File: src/rtl/multicycle_control_unit.sv
// Multicycle MIPS controller: sequences FETCH/DECODE/EXEC/MEM/WB per instruction,
// waits on ihit/dhit with a per-request timeout, and counts retired instructions.
module multicycle_control_unit #(
  parameter int WORD_W  = 32,
  parameter int CNT_W   = 32,
  parameter int TIMEOUT = 64
) (
  input  logic              CLK,
  input  logic              nRST,
  input  logic [WORD_W-1:0] instr,
  input  logic              ihit,
  input  logic              dhit,
  input  logic              zero,
  output logic [WORD_W-1:0] ir,
  output logic              iREN,
  output logic              dREN,
  output logic              dWEN,
  output logic              IRWrite,
  output logic              PCWrite,
  output logic              RegWr,
  output logic              MemToReg,
  output logic [3:0]        alu_op,
  output logic [1:0]        ALUsrc,
  output logic [1:0]        RegDst,
  output logic [1:0]        JumpSel,
  output logic              ExtOp,
  output logic              halt,
  output logic              mem_err,
  output logic [2:0]        state_o,
  output logic [CNT_W-1:0]  instr_cnt
);

  // ALU operation codes (aluop_t ordering)
  localparam logic [3:0] ALU_SLL = 4'd0, ALU_SRL = 4'd1, ALU_ADD = 4'd2, ALU_SUB = 4'd3,
                         ALU_AND = 4'd4, ALU_OR  = 4'd5, ALU_XOR = 4'd6, ALU_NOR = 4'd7,
                         ALU_SLT = 4'd8, ALU_SLTU = 4'd9;

  localparam logic [5:0] OP_RTYPE = 6'h00, OP_J    = 6'h02, OP_JAL  = 6'h03, OP_BEQ  = 6'h04,
                         OP_BNE   = 6'h05, OP_ADDI = 6'h08, OP_ADDIU = 6'h09, OP_SLTI = 6'h0A,
                         OP_SLTIU = 6'h0B, OP_ANDI = 6'h0C, OP_ORI  = 6'h0D, OP_XORI = 6'h0E,
                         OP_LW    = 6'h23, OP_SW   = 6'h2B, OP_HALT = 6'h3F;

  localparam logic [5:0] F_SLL = 6'h00, F_SRL = 6'h02, F_JR  = 6'h08, F_ADD = 6'h20,
                         F_ADDU = 6'h21, F_SUB = 6'h22, F_SUBU = 6'h23, F_AND = 6'h24,
                         F_OR  = 6'h25, F_XOR = 6'h26, F_NOR = 6'h27, F_SLT = 6'h2A,
                         F_SLTU = 6'h2B;

  localparam int WAIT_W = (TIMEOUT > 1) ? $clog2(TIMEOUT) : 1;

  typedef enum logic [2:0] {
    FETCH = 3'd0, DECODE = 3'd1, EXEC = 3'd2, MEM = 3'd3, WB = 3'd4, HALT = 3'd5
  } state_t;

  typedef enum logic [3:0] {
    C_NONE, C_RALU, C_IALU, C_LW, C_SW, C_BEQ, C_BNE, C_J, C_JAL, C_JR, C_HALT
  } cls_t;

  state_t            state, next_state;
  cls_t              cls;
  logic [3:0]        dec_alu;
  logic [1:0]        dec_src, dec_dst;
  logic              dec_ext;
  logic [WAIT_W-1:0] wait_cnt;
  logic              post_rst, retire, timeout, hit_fetch, wait_last;
  logic [5:0]        opcode, funct;

  assign opcode  = ir[WORD_W-1 -: 6];
  assign funct   = ir[5:0];
  assign state_o = state;

  always_comb begin
    cls     = C_NONE;
    dec_alu = ALU_SLL;
    dec_src = 2'b00;
    dec_ext = 1'b0;
    dec_dst = 2'b00;
    case (opcode)
      OP_RTYPE: begin
        cls     = C_RALU;
        dec_dst = 2'b01;
        case (funct)
          F_SLL:          begin dec_alu = ALU_SLL; dec_src = 2'b10; end
          F_SRL:          begin dec_alu = ALU_SRL; dec_src = 2'b10; end
          F_ADD, F_ADDU:  dec_alu = ALU_ADD;
          F_SUB, F_SUBU:  dec_alu = ALU_SUB;
          F_AND:          dec_alu = ALU_AND;
          F_OR:           dec_alu = ALU_OR;
          F_XOR:          dec_alu = ALU_XOR;
          F_NOR:          dec_alu = ALU_NOR;
          F_SLT:          dec_alu = ALU_SLT;
          F_SLTU:         dec_alu = ALU_SLTU;
          F_JR:           begin cls = C_JR; dec_dst = 2'b00; end
          default:        begin cls = C_NONE; dec_dst = 2'b00; end
        endcase
      end
      OP_ADDI, OP_ADDIU: begin cls = C_IALU; dec_alu = ALU_ADD;  dec_src = 2'b01; dec_ext = 1'b1; end
      OP_SLTI:  begin cls = C_IALU; dec_alu = ALU_SLT;  dec_src = 2'b01; dec_ext = 1'b1; end
      OP_SLTIU: begin cls = C_IALU; dec_alu = ALU_SLTU; dec_src = 2'b01; dec_ext = 1'b1; end
      OP_ANDI:  begin cls = C_IALU; dec_alu = ALU_AND;  dec_src = 2'b01; end
      OP_ORI:   begin cls = C_IALU; dec_alu = ALU_OR;   dec_src = 2'b01; end
      OP_XORI:  begin cls = C_IALU; dec_alu = ALU_XOR;  dec_src = 2'b01; end
      OP_LW:    begin cls = C_LW;   dec_alu = ALU_ADD;  dec_src = 2'b01; dec_ext = 1'b1; end
      OP_SW:    begin cls = C_SW;   dec_alu = ALU_ADD;  dec_src = 2'b01; dec_ext = 1'b1; end
      OP_BEQ:   begin cls = C_BEQ;  dec_alu = ALU_SUB; end
      OP_BNE:   begin cls = C_BNE;  dec_alu = ALU_SUB; end
      OP_J:     cls = C_J;
      OP_JAL:   cls = C_JAL;
      OP_HALT:  cls = C_HALT;
      default:  cls = C_NONE;
    endcase
  end

  // Requests: iREN/dREN/dWEN stay high until the matching hit; the transfer
  // completes in the cycle the hit is seen. An ihit in the first cycle after
  // reset belongs to a request dropped by that reset and is ignored.
  always_comb begin
    next_state = state;
    iREN       = 1'b0;
    dREN       = 1'b0;
    dWEN       = 1'b0;
    IRWrite    = 1'b0;
    PCWrite    = 1'b0;
    RegWr      = 1'b0;
    MemToReg   = 1'b0;
    alu_op     = ALU_SLL;
    ALUsrc     = 2'b00;
    RegDst     = 2'b00;
    JumpSel    = 2'b00;
    ExtOp      = 1'b0;
    halt       = 1'b0;
    retire     = 1'b0;
    timeout    = 1'b0;
    hit_fetch  = ihit & ~post_rst;
    wait_last  = (TIMEOUT > 0) && (wait_cnt == WAIT_W'(TIMEOUT - 1));
    case (state)
      FETCH: begin
        iREN = 1'b1;
        if (hit_fetch) begin
          IRWrite    = 1'b1;
          PCWrite    = 1'b1;
          next_state = DECODE;
        end else if (wait_last) begin
          timeout    = 1'b1;
          next_state = HALT;
        end
      end
      DECODE: begin
        if (cls == C_HALT) begin
          retire     = 1'b1;
          next_state = HALT;
        end else begin
          next_state = EXEC;
        end
      end
      EXEC: begin
        alu_op     = dec_alu;
        ALUsrc     = dec_src;
        ExtOp      = dec_ext;
        RegDst     = dec_dst;
        next_state = FETCH;
        retire     = 1'b1;
        case (cls)
          C_RALU, C_IALU: begin next_state = WB;  retire = 1'b0; end
          C_LW, C_SW:     begin next_state = MEM; retire = 1'b0; end
          C_J:   begin PCWrite = 1'b1; JumpSel = 2'b01; end
          C_JAL: begin PCWrite = 1'b1; JumpSel = 2'b01; RegWr = 1'b1; RegDst = 2'b10; end
          C_JR:  begin PCWrite = 1'b1; JumpSel = 2'b10; end
          C_BEQ: begin PCWrite = zero;  JumpSel = 2'b11; end
          C_BNE: begin PCWrite = ~zero; JumpSel = 2'b11; end
          default: ;
        endcase
      end
      MEM: begin
        dREN = (cls == C_LW);
        dWEN = (cls == C_SW);
        if (dhit) begin
          if (cls == C_LW) begin
            next_state = WB;
          end else begin
            next_state = FETCH;
            retire     = 1'b1;
          end
        end else if (wait_last) begin
          timeout    = 1'b1;
          next_state = HALT;
        end
      end
      WB: begin
        RegWr      = 1'b1;
        MemToReg   = (cls == C_LW);
        RegDst     = (cls == C_RALU) ? 2'b01 : 2'b00;
        retire     = 1'b1;
        next_state = FETCH;
      end
      HALT:    halt = 1'b1;
      default: next_state = FETCH;
    endcase
  end

  always_ff @(posedge CLK) begin
    if (!nRST) begin
      state     <= FETCH;
      ir        <= '0;
      wait_cnt  <= '0;
      instr_cnt <= '0;
      mem_err   <= 1'b0;
      post_rst  <= 1'b1;
    end else begin
      state    <= next_state;
      post_rst <= 1'b0;
      if (IRWrite) ir <= instr;
      if (retire)  instr_cnt <= instr_cnt + 1'b1;
      if (timeout) mem_err <= 1'b1;
      if (next_state != state) begin
        wait_cnt <= '0;
      end else if ((state == FETCH || state == MEM) && (TIMEOUT > 0)) begin
        wait_cnt <= wait_cnt + 1'b1;
      end
    end
  end

endmodule

File: config.mk
export PLATFORM = sky130hd
export DESIGN_NAME = multicycle_control_unit
export DESIGN_NICKNAME = d
export VERILOG_FILES = /design/src/rtl/multicycle_control_unit.sv
export SDC_FILE = /design/constraint.sdc
export NUM_CORES = 1
export LEC_CHECK = 0
export CELL_PAD_IN_SITES_DETAIL_PLACEMENT = 2
export CELL_PAD_IN_SITES_GLOBAL_PLACEMENT = 2
export CORE_MARGIN = 2
export CORE_UTILIZATION = 26
export DETAILED_ROUTE_END_ITERATION = 8
export GPL_TIMING_DRIVEN = 0
export PLACE_DENSITY_LB_ADDON = 0.1
export SLEW_MARGIN = 20
export SYNTH_ARGS = -nofsm -noshare
export SYNTH_HDL_FRONTEND = slang
export SYNTH_SLANG_ARGS = --single-unit
File: constraint.sdc
create_clock -name CLK -period 2.7 [get_ports CLK]
set_clock_uncertainty 0.15 [all_clocks]
set_input_delay 0.405 -clock CLK [delete_from_list [all_inputs] [get_ports CLK]]
set_output_delay 0.405 -clock CLK [all_outputs]
set_load 0.01 [all_outputs]
==> results_dict.tcl, run 1 <==
set metrics [dict create \
    grt_usage_pct 21.1 \
    synth_edf_count 0 \
    via_per_inst 5.35 \
    clk_latency_ps 340 \
    syn_nets 595 \
    grt_max_degree 13 \
    utilization_pct 40.5 \
    place_inst 895 \
    path_class "reg -> out" \
    synth_ff_type "dfxtp_1" \
    grt_pass1_wl_um 29400 \
    die_area_um2 17400 \
    synth-xor-area-share_pct 1.85 \
    vias 4917 \
    cts-buffers-inserted 9 \
    finalWorstSetupSlack_ps 44.5 \
    gp_congestion 0.782 \
    required_ps 2140 \
    critPathMaxFanout 7 \
    coreArea_um2 15900 \
    overflow 0 \
    pre_cts_slack_ps -626 \
    ir_drop_v 0.000300 \
    grt_pass1_vias 5352 \
    cts_sinks 75 \
    drtIter0Drc 170 \
    status "completed" \
    ctsRootBufferMaster "clkbuf_16" \
    hold_class "reg -> reg" \
    synthTopCellsByArea "dfxtp_1 35%, a21oi_1 8.4%, nand2_1 7.7%" \
    syn_inst 556 \
    ys_warn_count 0 \
    cts_max_path_buffers 2 \
    p_leak_nw 2.26 \
    cp-end-kind "primary output" \
    synthMuxAreaShare_pct 1.41 \
    placementRows 46 \
    io_buffers 123 \
    synth_cell_type_count 58 \
    routedWlPerCell_um 20.1 \
    hpwl_um 13200 \
    synth_top_area_share_pct 35.3 \
    startpoint_type "flop" \
    drv_slew 0 \
    drive_gt1_share_pct 16.2 \
    synthArstFlopShare_pct 0 \
    setup_viol 0 \
    fin_area_um2 6460 \
    worst_slew_pin_slew_ps 817 \
    syn_to_final_growth_pct 51.9 \
    seq_area_frac_synth_pct 35.3 \
    drcViolationCount 0 \
    synth.most_common_cell "nand2_1" \
    fp.dieH_um 132 \
    timing.fmax_mhz 377 \
    antenna_cells 0 \
    synth_seq_cells 75 \
    dr.pass1.iters 4 \
    die_w_um 132 \
    nets 737 \
    max_slew_margin_pct 45.6 \
    worstPathArrival_ps 2100 \
    synth_fa_ha_area_share_pct 0.589 \
    period_needed_ps 2660 \
    synth-simple-area-share_pct 32.0 \
    post_synth.cell_area_avg_um2 7.65 \
    drt_wl_total_um 18500 \
    antenna_found_initial 0 \
    fin_total_pwr_mw 3.11 \
    drtAntennaViolNets 0 \
    synth_compound_area_share_pct 22.7 \
    initial_utilization_pct 26.7 \
    drv_cap 0 \
    netlist_area_um2 4250 \
    post_dp_cell_area_um2 5750 \
    h-tree-depth 3 \
    synth_top_area_cell "dfxtp_1" \
    powerDensity_nw_per_um2 482 \
    synth_top_family_by_area "simple AND/OR/NAND/NOR gates" \
    synth_common_cells "87 x nand2_1, 75 x dfxtp_1, 71 x a21oi_1, 32 x nor2_1, 27 x nand3_1" \
    rsz0062_at_grt "true" \
    clkSlewWorstSetupHoldPaths_ps 60 \
    hold_viol 0 \
    num_io_pins 124 \
    cts_tree "built" \
    fillers 1812 \
    instances_no_fill 919 \
    min_period_over_period_pct 98.4 \
]
registers in the layout, indices dropped and copies added (netlist names):
name and cells:
wait_cnt 6, post_rst 1, instr_cnt 32, mem_err 1
state_o 3, ir 32
final timing paths:
path / slack, ps / cells past startpoint / endpoint / startpoint
worst max-delay path: 40 / 7 / PCWrite / ir[0]
worst min-delay path: 310 / 2 / ir[10] / ir[10]
worst max register to register: 60 / 10 / instr_cnt[18] / ir[5]
worst min register to register: 310 / 2 / ir[10] / ir[10]
area by class of cell:
type | instances | area, um2 | share of cell area [%]
buffer | 43 | 272 | 4.21
multi-input combinational | 427 | 2760 | 42.8
timing repair buffer | 133 | 1290 | 20.0
inverter | 9 | 33.8 | 0.523
clock buffer | 11 | 243 | 3.76
tap | 216 | 270 | 4.19
clock inverter | 5 | 52.6 | 0.814
sequential | 75 | 1530 | 23.7
per-stage QoR:
stage	hold slack (ps)	setup TNS (ps)
3_3_place_gp	292	-6800
2_1_floorplan	331	0
5_1_grt	328	-195
3_5_place_dp	301	-7530
6_report	306	0
4_1_cts	307	-1.97
power breakdown:
group	switching, mW	internal (mW)
combinational	0.400	0.308
sequential	0.0395	1.14
clock	0.492	0.737
total	0.931	2.18
timing repair:
action	in CTS	in global routing
pin swaps	8	5
hold buffers	0	0
gates resized for setup	94	36
setup buffers	7	3
endpoints found under the setup margin	49	38
worst max-delay path, cell delays in order (launching register included):
cell and delay (ps):
dfxtp_4 370, or4_4 570, nor2_4 160, a31o_4 170
buf_4 120, a22oi_1 80, o21ai_1 140, buf_2 150
logic make-up (layout without fill, tap and decap cells):
kind of cell,after synthesis,after routing
and+or+nand+nor,261,261
AOI/OAI and AO/OA,149,149
DFF,75,75
buffers and inverters,54,201
xor gates and xnor gates,9,9
muxes,6,6
adders and majority gates,2,2
layout by cell type, fill, tap and decap left out, types with 8 or more instances in the layout:
master,synthesis,layout
a21oi_1,71,67
and3_1,17,16
and4_1,9,9
buf_4,3,16
buf_6,4,10
clkbuf_1,25,16
clkbuf_16,0,9
clkdlybuf4s50_1,0,108
dfxtp_1,75,64
dlygate4sd2_1,0,12
inv_1,9,8
nand2_1,87,84
nand2b_1,13,13
nand3_1,27,25
nand4_1,13,13
nor2_1,32,27
o21ai_0,13,10
o31ai_1,22,20
or4_1,23,19
routing by layer:
layer | track usage [%] | share of wire (%) | vias to the layer above
met2 | 36.8 | 50 | 87
met4 | 7.67 | 2.0 | 0
met3 | 3.31 | 3.0 | 22
met5 | 0 | 0 | -
li1 | - | - | 2346
met1 | 26.1 | 45 | 2462
No activity file was read; power rests on OpenSTA's default activity.
==> inputs of run 2 (changes only) <==
--- a/config.mk
+++ b/config.mk
@@ -10,8 +10,10 @@
 export CORE_MARGIN = 2
 export CORE_UTILIZATION = 26
 export DETAILED_ROUTE_END_ITERATION = 8
+export GPL_ROUTABILITY_DRIVEN = 0
 export GPL_TIMING_DRIVEN = 0
 export PLACE_DENSITY_LB_ADDON = 0.1
+export SETUP_SLACK_MARGIN = 0.02
 export SLEW_MARGIN = 20
 export SYNTH_ARGS = -nofsm -noshare
 export SYNTH_HDL_FRONTEND = slang
==> results_dict.tcl, run 2 (same netlist as run 1, synthesis figures left out) <==
set metrics [dict create \
    vias 4927 \
    power.clock.fraction_pct 39.6 \
    regArea_um2 1530 \
    combinationalPowerShare_pct 22.8 \
    worstHoldEndpoint "ir[10]" \
    routedWlPerCell_um 19.9 \
    syn_to_final_growth_pct 53.2 \
    h-tree-depth 3 \
    pre_cts_slack_ps -626 \
    drtAntennaViolNets 0 \
    instances_no_fill 919 \
    finalWorstSetupSlack_ps 45.4 \
    clk_latency_ps 350 \
    hpwl_um 13200 \
    period_needed_ps 2650 \
    setup_viol 0 \
    r2r_end "instr_cnt[5]" \
    fp.dieH_um 132 \
    clkSlewWorstSetupHoldPaths_ps 60 \
    critPathMaxFanout 10 \
    min_period_over_period_pct 98.3 \
    p_int_mw 2.18 \
    final_common_cell "clkdlybuf4s50_1" \
    power.switching_mw 0.941 \
    mostFrequentLayoutCells "108 x clkdlybuf4s50_1, 84 x nand2_1, 65 x a21oi_1" \
    hold_viol 0 \
    overflow 0 \
    cts_tree "built" \
    rsz0062_at_grt "true" \
    timing.fmax_mhz 377 \
    fin_area_um2 6510 \
    drtIter0Drc 195 \
    worstPathArrival_ps 2100 \
    p_leak_nw 2.28 \
    r2r_cells 9 \
    place_inst 895 \
    grt_pass1_wl_um 29200 \
    multi_input_area_um2 2800 \
    grt_usage_pct 20.9 \
    cp-end-kind "primary output" \
    nets 737 \
    cpMaxStageDelayCell "clkdlybuf4s50_1" \
    post_dp_cell_area_um2 5750 \
    holdPathStages 2 \
    pwr-share-seq_pct 37.7 \
    coreArea_um2 15900 \
    hold_ws_ps 306 \
    die_w_um 132 \
    drv_slew 0 \
    io_buffers 123 \
    startpoint_type "flop" \
    switching_share_pct 30.1 \
    fillers 1803 \
    initial_utilization_pct 26.7 \
    cts-buffers-inserted 9 \
    placementRows 46 \
    tns_ps 0 \
    cts_max_path_buffers 2 \
    ir_drop_v 0.000306 \
    grt_pass1_vias 5291 \
    worst_slew_pin_slew_ps 813 \
    powerDensity_nw_per_um2 480 \
    utilization_pct 40.8 \
    required_ps 2140 \
    slowest_delay_ps 560 \
    path_cells "buf_4 > or3_4 > nor3b_2 > clkdlybuf4s50_1" \
    reg_top3 "instr_cnt: 32 flops, ir: 32 flops, wait_cnt: 6 flops" \
    fin_total_pwr_mw 3.13 \
    grt_max_degree 13 \
    num_io_pins 124 \
    cts_sinks 75 \
    hold_class "reg -> reg" \
    dr.pass1.iters 4 \
    drv_cap 0 \
    drt_wl_total_um 18300 \
    max_slew_margin_pct 45.8 \
    via_per_inst 5.36 \
    drive_gt1_share_pct 17.2 \
    antenna_cells 0 \
    antenna_found_initial 0 \
    path_class "reg -> out" \
    die_area_um2 17400 \
    drcViolationCount 0 \
    timing.rr.start "ir[2]" \
    ctsRootBufferMaster "clkbuf_16" \
    rrSetupSlack_ps 90 \
    min-delay-start "ir[10]" \
    status "completed" \
]
==> run 2: changes by cell type in the layout (fill, tap and decap cells not counted), sizes merged <==
cell,before,now
buf,33,32
clkbuf,32,33
==> run 2: worst max-delay path: cells and delay by family (launching register included) <==
family	cells	cell delay, ps
simple gates	2	620
flops	1	390
buf+inv	2	760
==> run 2: timing repair <==
item                                    in CTS  in global routing
setup buffers                                7                  3
resized for setup                           98                 47
pin swaps                                    8                  6
endpoints found under the hold margin        0                  0
hold buffers                                 0                  0
endpoints found under the setup margin      49                 39
==> run 2: power by group through the flow <==
stage	clock network (mW)	logic [mW]	registers, mW
finish	1.24	0.711	1.18
global route	1.31	0.772	1.18
CTS	1.27	0.674	1.18
detailed placement	0	0.610	1.19
global placement	0	0.591	1.19
floorplan	0	0.340	1.20
==> run 2: how the worst max path moves through the flow <==
stage                start       endpoint  slack (ps)
floorplan           ir[28]  instr_cnt[18]         350
global placement      ihit        IRWrite        -580
detailed placement    ihit        IRWrite        -630
CTS                  ir[2]   instr_cnt[5]          30
global route         ir[2]        PCWrite         -20
finish              ir[31]     JumpSel[0]          50
==> run 2: layout make-up <==
class	count	share of cell area (%)
buffer	43	4.38
clock buffer	11	3.73
clock inverter	5	0.807
inverter	9	0.519
multi-input combinational	427	43.0
sequential	75	23.5
tap	216	4.15
timing repair buffer	133	19.9
==> run 2: routing by layer <==
metal | share of wire, % | global-route usage (%) | up-vias
met4 | 1.3 | 7.37 | 0
met5 | 0 | 0 | -
met3 | 3.7 | 3.34 | 18
met2 | 51 | 36.7 | 97
li1 | - | - | 2345
met1 | 44 | 26.0 | 2467
==> inputs of run 3 (changes only) <==
--- a/config.mk
+++ b/config.mk
@@ -13,6 +13,7 @@
 export GPL_ROUTABILITY_DRIVEN = 0
 export GPL_TIMING_DRIVEN = 0
 export PLACE_DENSITY_LB_ADDON = 0.1
+export RECOVER_POWER = 50
 export SETUP_SLACK_MARGIN = 0.02
 export SLEW_MARGIN = 20
 export SYNTH_ARGS = -nofsm -noshare
==> results_dict.tcl, run 3 (same netlist as run 1, synthesis figures left out) <==
set metrics [dict create \
    routedWlPerCell_um 19.9 \
    nets 737 \
    startpoint_type "flop" \
    antenna_cells 0 \
    drtIter0Drc 195 \
    hold_class "reg -> reg" \
    p_leak_nw 2.35 \
    post_dp_cell_area_um2 5750 \
    drv_slew 0 \
    hold_viol 0 \
    power.switching_mw 0.941 \
    cp-end-kind "primary output" \
    p_int_mw 2.18 \
    dr.pass1.iters 4 \
    fin_area_um2 6510 \
    path_class "reg -> out" \
    vias 4925 \
    drcViolationCount 0 \
    fp.dieH_um 132 \
    drv_cap 0 \
    cts_max_path_buffers 2 \
    coreArea_um2 15900 \
    antenna_found_initial 0 \
    hpwl_um 13200 \
    worst_slew_pin_slew_ps 813 \
    place_inst 895 \
    instances_no_fill 919 \
    via_per_inst 5.36 \
    reg_top3 "instr_cnt: 32 flops, ir: 32 flops, wait_cnt: 6 flops" \
    overflow 0 \
    initial_utilization_pct 26.7 \
    mostFrequentLayoutCells "84 x nand2_1, 84 x clkdlybuf4s50_1, 65 x a21oi_1" \
    placementRows 46 \
    ctsRootBufferMaster "clkbuf_16" \
    worstPathArrival_ps 2100 \
    min_period_over_period_pct 98.3 \
    switching_share_pct 30.2 \
    cts_tree "built" \
    period_needed_ps 2650 \
    grt_pass1_vias 5291 \
    max_slew_margin_pct 45.8 \
    path_buf_inv 2 \
    cts_hold_buf 0 \
    die_area_um2 17400 \
    slowest_delay_ps 560 \
    grt_max_degree 13 \
    rsz0062_at_grt "true" \
    h-tree-depth 3 \
    io_buffers 123 \
    cts_sinks 75 \
    num_io_pins 124 \
    drtAntennaViolNets 0 \
    ir_drop_v 0.000306 \
    drive_gt1_share_pct 17.2 \
    grt_usage_pct 20.9 \
    clk_latency_ps 350 \
    clkSlewWorstSetupHoldPaths_ps 60 \
    critPathMaxFanout 10 \
    timing.fmax_mhz 377 \
    pwr-share-seq_pct 37.7 \
    cts-buffers-inserted 9 \
    syn_to_final_growth_pct 53.2 \
    critical-path-top-delay-family "buffers and inverters" \
    cpMaxStageDelayCell "clkdlybuf4s50_1" \
    combinationalPowerShare_pct 22.6 \
    power.clock.fraction_pct 39.7 \
    die_w_um 132 \
    tns_ps 0 \
    path_cells "buf_4 > or3_4 > nor3b_2 > clkdlybuf4s50_1" \
    status "completed" \
    setup_viol 0 \
    utilization_pct 40.8 \
    drt_wl_total_um 18300 \
    grt_pass1_wl_um 29200 \
    powerDensity_nw_per_um2 479 \
    required_ps 2140 \
]
[run 3: cell count changes in the layout (fill, tap and decap cells not counted)]
cell / change
clkdlybuf4s50_1: -24
dlygate4sd3_1: +24
[run 3: area by class of cell]
type                            count  area, um2
Buffer                             43        285
Clock buffer                       11        243
Clock inverter                      5       52.6
Fill cell                        1803       9430
Inverter                            9       33.8
Multi-Input combinational cell    427       2800
Sequential cell                    75       1530
Tap cell                          216        270
Timing Repair Buffer              133       1300
[run 3: worst paths after layout]
path           from            to  slack, ps  depth (start not counted)
max          ir[31]    JumpSel[0]         50                          4
max reg2reg   ir[2]  instr_cnt[5]         90                          9
min reg2reg  ir[10]        ir[10]        300                          2
min          ir[10]        ir[10]        300                          2
[run 3: tightest hold or removal path, delay by kind of cell, from the launching register on]
family | cells | cell delay (ps)
AND/OR/NAND/NOR | 1 | 50
flip-flops | 1 | 310
AO/OA/AOI/OAI | 1 | 50
[run 3: repair_timing]
action / 4_1_cts / 5_1_grt
pin swaps: 8 / 6
resized for setup: 98 / 47
setup buffers: 7 / 3
setup endpoints to repair: 49 / 39
[run 3: per-layer routing]
layer	global-route usage, %	share of wire (%)	up-vias
li1	-	-	2345
met1	26.0	44	2465
met2	36.7	51	97
met3	3.34	3.7	18
met4	7.37	1.3	0
met5	0	0	-
[run 3: metrics by stage]
| step | total power [mW] | setup slack, ps | hold slack [ps] |
|---|---|---|---|
| 2_1_floorplan | 1.54 | 347 | 331 |
| 3_3_place_gp | 1.78 | -583 | 292 |
| 3_5_place_dp | 1.80 | -626 | 301 |
| 4_1_cts | 3.12 | 27.8 | 307 |
| 5_1_grt | 3.26 | -17.6 | 325 |
| 6_report | 3.12 | 45.3 | 303 |
[run 3: power by group through the flow]
stage	logic, mW	clock network [mW]	registers, mW
after floorplan	0.340	0	1.20
after global placement	0.591	0	1.19
after detailed placement	0.610	0	1.19
after CTS	0.674	1.27	1.18
after global routing	0.765	1.31	1.18
final	0.705	1.24	1.18
